==> config.mk <==
export PLATFORM = sky130hd
export DESIGN_NAME = osd_video_mixer
export DESIGN_NICKNAME = d
export VERILOG_FILES = /design/src/rtl/osd_pkg.sv /design/src/rtl/osd_pos_counter.sv /design/src/rtl/osd_video_mixer.sv
export SDC_FILE = /design/constraint.sdc
export NUM_CORES = 1
export LEC_CHECK = 0
export ABC_AREA = 1
export CORE_UTILIZATION = 25
export CTS_CLUSTER_DIAMETER = 40
export DETAILED_ROUTE_END_ITERATION = 6
export DONT_BUFFER_PORTS = 1
export SLEW_MARGIN = 25
export SYNTH_ARGS = -nofsm -noshare
export SYNTH_HDL_FRONTEND = slang
export SYNTH_SLANG_ARGS = --single-unit
==> constraint.sdc <==
create_clock -name vclk -period 10.3 [get_ports vclk]
set_input_delay 0.515 -clock vclk [delete_from_list [all_inputs] [get_ports vclk]]
set_output_delay 0.515 -clock vclk [all_outputs]
set_load 0.02 [all_outputs]
==> src/rtl/osd_pkg.sv <==
// Shared OSD definitions: generator latency, pixel bundle and position width.
// Imported by the mixer stage and the OSD generator.
package osd_pkg;

    localparam int OSD_GEN_LATENCY = 6;
    localparam int CH_W = 8;
    localparam int XY_W = 11;
    localparam logic [XY_W-1:0] XY_MAX = '1;

    typedef struct packed {
        logic [CH_W-1:0] r;
        logic [CH_W-1:0] g;
        logic [CH_W-1:0] b;
        logic            hs;
        logic            vs;
        logic            de;
    } pixel_t;

endpackage

==> src/rtl/osd_pos_counter.sv <==
// Active-video position counter: DE/vsync edge detect, saturating x/y counters,
// registered xpos/ypos toward the OSD generator.
module osd_pos_counter
    import osd_pkg::*;
#(
    parameter logic VS_POL = 1'b0
) (
    input  logic            vclk,
    input  logic            rst_i,
    input  logic            de_i,
    input  logic            vsync_i,
    output logic [XY_W-1:0] xpos,
    output logic [XY_W-1:0] ypos
);

    logic            de_q, de_d;
    logic            vs_act_q, vs_act_d;
    logic [XY_W-1:0] x_cnt_q, x_cnt_d;
    logic [XY_W-1:0] y_cnt_q, y_cnt_d;
    logic [XY_W-1:0] xpos_q, xpos_d;
    logic [XY_W-1:0] ypos_q, ypos_d;
    logic            vs_act;
    logic            vs_lead;
    logic            de_fall;

    always_comb begin
        vs_act   = (vsync_i == VS_POL);
        vs_lead  = vs_act & ~vs_act_q;
        de_fall  = de_q & ~de_i;
        de_d     = de_i;
        vs_act_d = vs_act;
        x_cnt_d  = x_cnt_q;
        y_cnt_d  = y_cnt_q;
        xpos_d   = xpos_q;
        ypos_d   = ypos_q;
        if (de_i) begin
            xpos_d = x_cnt_q;
            ypos_d = y_cnt_q;
        end
        // vsync leading edge overrides a coincident DE fall
        if (vs_lead) begin
            x_cnt_d = '0;
            y_cnt_d = '0;
        end else if (de_i) begin
            if (x_cnt_q != XY_MAX) x_cnt_d = x_cnt_q + XY_W'(1);
        end else if (de_fall) begin
            x_cnt_d = '0;
            if (y_cnt_q != XY_MAX) y_cnt_d = y_cnt_q + XY_W'(1);
        end
    end

    always_ff @(posedge vclk or posedge rst_i) begin
        if (rst_i) begin
            de_q     <= 1'b0;
            vs_act_q <= 1'b0;
            x_cnt_q  <= '0;
            y_cnt_q  <= '0;
            xpos_q   <= '0;
            ypos_q   <= '0;
        end else begin
            de_q     <= de_d;
            vs_act_q <= vs_act_d;
            x_cnt_q  <= x_cnt_d;
            y_cnt_q  <= y_cnt_d;
            xpos_q   <= xpos_d;
            ypos_q   <= ypos_d;
        end
    end

    assign xpos = xpos_q;
    assign ypos = ypos_q;

endmodule

==> src/rtl/osd_video_mixer.sv <==
// Pixel-path stage around the OSD generator: position out, video delay to
// match generator latency, registered OSD overlay with aligned syncs.
module osd_video_mixer
    import osd_pkg::*;
#(
    parameter int   OSD_LATENCY = OSD_GEN_LATENCY,
    parameter int   BG_SHIFT    = 1,
    parameter logic VS_POL      = 1'b0,
    localparam int  COLOR_W     = CH_W
) (
    input  logic                 vclk,
    input  logic                 rst_i,
    input  logic [COLOR_W-1:0]   r_i,
    input  logic [COLOR_W-1:0]   g_i,
    input  logic [COLOR_W-1:0]   b_i,
    input  logic                 hsync_i,
    input  logic                 vsync_i,
    input  logic                 de_i,
    output logic [XY_W-1:0]      xpos,
    output logic [XY_W-1:0]      ypos,
    input  logic                 osd_enable,
    input  logic                 osd_color,
    input  logic [3*COLOR_W-1:0] fg_rgb,
    output logic [COLOR_W-1:0]   r_o,
    output logic [COLOR_W-1:0]   g_o,
    output logic [COLOR_W-1:0]   b_o,
    output logic                 hsync_o,
    output logic                 vsync_o,
    output logic                 de_o
);

    localparam int DLY = OSD_LATENCY + 1;

    pixel_t             pix_in;
    pixel_t             v;
    pixel_t             dly_q [DLY];
    pixel_t             dly_d [DLY];
    logic [COLOR_W-1:0] r_q, r_d;
    logic [COLOR_W-1:0] g_q, g_d;
    logic [COLOR_W-1:0] b_q, b_d;
    logic               hs_q, hs_d;
    logic               vs_q, vs_d;
    logic               de_q, de_d;

    osd_pos_counter #(
        .VS_POL (VS_POL)
    ) u_pos (
        .vclk    (vclk),
        .rst_i   (rst_i),
        .de_i    (de_i),
        .vsync_i (vsync_i),
        .xpos    (xpos),
        .ypos    (ypos)
    );

    // Last stage lines up with osd_enable/osd_color for the same pixel
    always_comb begin
        pix_in   = '{r: r_i, g: g_i, b: b_i, hs: hsync_i, vs: vsync_i, de: de_i};
        dly_d[0] = pix_in;
        for (int i = 1; i < DLY; i++) dly_d[i] = dly_q[i-1];
    end

    always_comb begin
        v    = dly_q[DLY-1];
        r_d  = '0;
        g_d  = '0;
        b_d  = '0;
        hs_d = v.hs;
        vs_d = v.vs;
        de_d = v.de;
        unique case (1'b1)
            !v.de: begin
            end
            v.de && !osd_enable: begin
                r_d = v.r;
                g_d = v.g;
                b_d = v.b;
            end
            v.de && osd_enable && osd_color: begin
                r_d = fg_rgb[2*COLOR_W +: COLOR_W];
                g_d = fg_rgb[COLOR_W +: COLOR_W];
                b_d = fg_rgb[0 +: COLOR_W];
            end
            v.de && osd_enable && !osd_color: begin
                r_d = v.r >> BG_SHIFT;
                g_d = v.g >> BG_SHIFT;
                b_d = v.b >> BG_SHIFT;
            end
        endcase
    end

    always_ff @(posedge vclk or posedge rst_i) begin
        if (rst_i) begin
            for (int i = 0; i < DLY; i++) dly_q[i] <= '0;
            r_q  <= '0;
            g_q  <= '0;
            b_q  <= '0;
            hs_q <= 1'b0;
            vs_q <= 1'b0;
            de_q <= 1'b0;
        end else begin
            dly_q <= dly_d;
            r_q   <= r_d;
            g_q   <= g_d;
            b_q   <= b_d;
            hs_q  <= hs_d;
            vs_q  <= vs_d;
            de_q  <= de_d;
        end
    end

    assign r_o     = r_q;
    assign g_o     = g_q;
    assign b_o     = b_q;
    assign hsync_o = hs_q;
    assign vsync_o = vs_q;
    assign de_o    = de_q;

endmodule

==> run summary <==
The flow ran to the end, but the final reports show violations. The final reports fail on negative hold slack. The width of the chip is roughly 180 um.

Multiplexer cells account for 0% of the synthesized area. The endpoint identified for the worst register-to-register timing path is u_pos.x_cnt_q[6]. The post-DP HPWL came out at a little under 9 mm. Of all nets on the critical path, the largest fanout is 132.

The flip-flop cell with the highest count after synthesis is sky130_fd_sc_hd__dfrtp_1. The tightest hold margin is -8.75 ps. The proportion of layout cells with a drive suffix above 1 came out at 11.3%. In this run, synthesis inferred 0 flip-flops with an integrated enable.

The floorplan step defined a die boundary enclosing roughly 0.033 sq mm. The via count of the routed design is ~4200. After layout, the minimum clock period comes to 2090 ps. The share of flip-flops with an asynchronous set or reset came out at 100%. The row count came out at 65.

The total power divided by cell area came out at about 230 mW/mm^2. The number of cell instances on the worst register-to-register path came out at 7. The portion of the clock cycle consumed by the worst path in the final layout came out at 20.3%.

The final design instance area without fill is a little under 0.01 sq mm. The combined area of all synthesized cells is 0.00803 sq mm. For this run, the register share of the synthesized area comes to between 80% and 90%. The number of iterations in the first detailed-routing pass came out at 4. Setup repair after global routing left no endpoint under its margin. The final routed wire length divided by cell count came out at 13.1 um. The actual transition at the worst max-transition pin came out at about 890 ps. After filler insertion, the fill cell instance count of the layout stands at a little over 3000. Summing all placed instances gives a cell area of approximately 0.0085 sq mm.

The utilization after layout is a little under a third. The starting density of the core is 25.4%. The data required time of the worst path came out at 10900 ps. The number of global-route vias before repair is around 4500. Synthesis produced a netlist whose cell count is ~580. The final setup violation count is 0. The post-synthesis share of cell area spent on full adders, half adders and majority gates is less than 1%. For this run the aggregate overflow at the end of global routing stands at 0. The tightest slew margin relative to the limit came out at roughly 41%. The clock buffer count from CTS came out at 31. The clock latency reported for the late side of the worst-skew pair came out at ~550 ps.

The detailed router put a total of ~6 mm of wire on met1. The Yosys step of the flow raised 0 warnings. The worst hold path belongs to the class input pin to async pin. The smallest setup slack after layout came out at just over 8000 ps. The combined area of the multi-input logic cells came out at between 0.001 and 0.0015 sq mm.

The TritonCTS clock tree is done. sky130_fd_sc_hd__dfrtp_1 takes more of the synthesized area than any other cell. The total of buffers placed on input and output ports is 0. In the post-synthesis netlist, the biggest area contributors are sky130_fd_sc_hd__dfrtp_1 81%, sky130_fd_sc_hd__nand2_1 6.5%, sky130_fd_sc_hd__nand3_1 1.7%.

The routed via count divided by cell count came out at around 4. The worst setup path is of the input pin to async pin kind. The simple-gate portion of the synthesized area is 11.5%.

The max-capacitance violation count is 0. After routing, the total negative slack on setup checks comes to 0 ps. The timing-limited maximum frequency came out at 478 MHz.

STA classifies the critical path startpoint as an input pin. The final wirelength is between 10 and 15 mm. The leakage power total came out at about 4.5 nW. The post-route antenna net violation count is 0. After synthesis, the largest family of logic cells by area is simple AND/OR/NAND/NOR gates. The number of slew-limit violations in the final report was 0. The wire length on met2 is between 6 and 7 mm. The per-instance average area after synthesis came out at 13.8 sq um. The pin count of the biggest net entering global routing came out at around 130.

The detailed router finished its first iteration with roughly 220 violations. The total number of H-tree levels is 1. The number of gates resized after CTS was 0. The routed length on met3 came out at 1.14 mm. The number of clock sinks seen by CTS came out at between 200 and 300. The xor-xnor portion of the synthesized cell area came out at 0.327%.

Across the routed clock network, the largest skew measured is between 10 and 15 ps. The final weighted congestion of routability-driven global placement is 0.765. The worst flop-to-flop path startpoint is u_pos.x_cnt_q[0].

OpenSTA, run right after detailed placement, puts the worst setup slack at roughly 7500 ps. The core region is between 0.03 and 0.04 sq mm. For this run, the post-layout net count is 688. The setup slack on the worst flop-to-flop path came out at 8700 ps. The synthesized netlist contains 30 unique library cells. The DRC violations left came out at 0. The global router's overall resource usage is between 8 and 9%. The area share of the largest cell type after synthesis came out at roughly four fifths.

The wire length of the first global-routing pass is between 20 and 25 mm. The share of the synthesized area in compound gates (AO/OA/AOI/OAI) came out at approximately 4.1%. The number of top-level pins came out at 104.

The maximum ir drop on the vdd rail came out at around 0.12 mV. The highest routed metal layer is met4. The kind of end point of the critical path is an async pin. The register clock-pin slew on the reported worst setup and hold paths came out at ~60 ps. Across the whole layout, storage elements account for approximately 0.0065 sq mm. The clock passes through at most 3 buffers. The area growth from synthesis to layout is 22.7%.

At the worst endpoint, the arrival time is 2690 ps. The overall die height is around 180 um. The number of synthesized register bits came out at between 200 and 300. The initial antenna violation count came to 0. The number of hold violations in the final report came to 8. 0 antenna diodes ended up in the layout. The root buffer cell chosen for the clock tree is sky130_fd_sc_hd__clkbuf_16. The net count after synthesis came out at about 640.
## layout make-up
type	instances	area share, %
timing repair buffer	31	3.05
clock buffer	35	8.13
sequential	261	66.3
tap	402	5.11
clock inverter	23	2.90
multi-input combinational	273	13.2
inverter	33	1.33
## where the power goes
group	total [mW]	internal (mW)	switching, mW	leakage [nW]
Sequential	1.12	1.08	0.0397	3.17
Combinational	0.0648	0.0201	0.0447	0.773
Clock	1.10	0.673	0.431	0.528
## state kept, by name (all words and copies together), names as in the netlist, 8 cells and up
signal and flops:
u_pos.y_cnt_q 11, dly_q 24, dly_d 161, g_o 8, b_o 8, u_pos.xpos 11
u_pos.x_cnt_q 11, r_o 8, u_pos.ypos 11
## how the worst max path moves through the flow
| stage | startpoint | end | slack (ps) | cells after the start |
|---|---|---|---|---|
| detailed placement | rst_i | dly_q[8] | 7460 | 3 |
| global placement | rst_i | dly_d[9] | 7510 | 3 |
| global route | rst_i | dly_d[51] | 7720 | 3 |
| CTS | rst_i | dly_q[22] | 8060 | 3 |
| floorplan | rst_i | b_o[0] | 2600 | 1 |
| finish | rst_i | dly_d[22] | 8210 | 3 |
## cells in the mapped netlist, types with 3 or more instances
cell type                  count
sky130_fd_sc_hd__a22oi_1      11
sky130_fd_sc_hd__dfrtp_1     261
sky130_fd_sc_hd__o21ai_0      22
sky130_fd_sc_hd__nand2_1     140
sky130_fd_sc_hd__nand3_1      27
sky130_fd_sc_hd__nand4_1       8
sky130_fd_sc_hd__o211ai_1      4
sky130_fd_sc_hd__nor2_1       26
sky130_fd_sc_hd__clkbuf_1      6
sky130_fd_sc_hd__nor2_4        3
sky130_fd_sc_hd__inv_1        32
sky130_fd_sc_hd__buf_2         7
sky130_fd_sc_hd__o21ai_1      12
## layout by cell type, fill, tap and decap left out, types with 3 or more instances in the layout
master                            n
sky130_fd_sc_hd__bufinv_16        4
sky130_fd_sc_hd__inv_1           30
sky130_fd_sc_hd__clkinv_4         3
sky130_fd_sc_hd__nand4_1          8
sky130_fd_sc_hd__buf_4            4
sky130_fd_sc_hd__clkinv_2         7
sky130_fd_sc_hd__clkinvlp_4       3
sky130_fd_sc_hd__clkbuf_1         3
sky130_fd_sc_hd__clkbuf_16       31
sky130_fd_sc_hd__o21ai_1         12
sky130_fd_sc_hd__dfrtp_1        261
sky130_fd_sc_hd__nand2_1        140
sky130_fd_sc_hd__dlygate4sd3_1   27
sky130_fd_sc_hd__nand3_1         27
sky130_fd_sc_hd__o211ai_1         4
sky130_fd_sc_hd__nor2_1          26
sky130_fd_sc_hd__a22oi_1         11
sky130_fd_sc_hd__nor2_4           3
sky130_fd_sc_hd__o21ai_0         22
## critical path, cell delays in order
cell and delay [ps]:
sky130_fd_sc_hd__inv_8 560, sky130_fd_sc_hd__buf_4 750, sky130_fd_sc_hd__buf_4 730
## stage by stage
step	hold slack, ps	instances	total power, mW
after floorplan	331	582	1.17
after global placement	331	973	1.19
after detailed placement	335	973	1.20
after CTS	31.8	1058	2.33
after global routing	58.0	1058	2.39
final	-8.75	1058	2.29
## kinds of logic (layout without fill, tap and decap cells)
group / after synthesis / after routing
adders and majority gates: 2 / 2
xor gates and xnor gates: 3 / 3
buffers and inverters: 48 / 122
AOI/OAI and AO/OA: 54 / 54
DFF: 261 / 261
and+or+nand+nor: 214 / 214
## routing by layer
layer,GRT usage (%),vias up
met1,11.5,2077
met5,0,-
met3,3.04,31
met2,13.1,121
li1,-,1956
met4,4.24,0
## what timing repair did
action	in CTS	in global routing
endpoints found under the hold margin	28	0
buffers inserted	0	0
hold buffers	27	0
(Power assumes the default switching activity.)
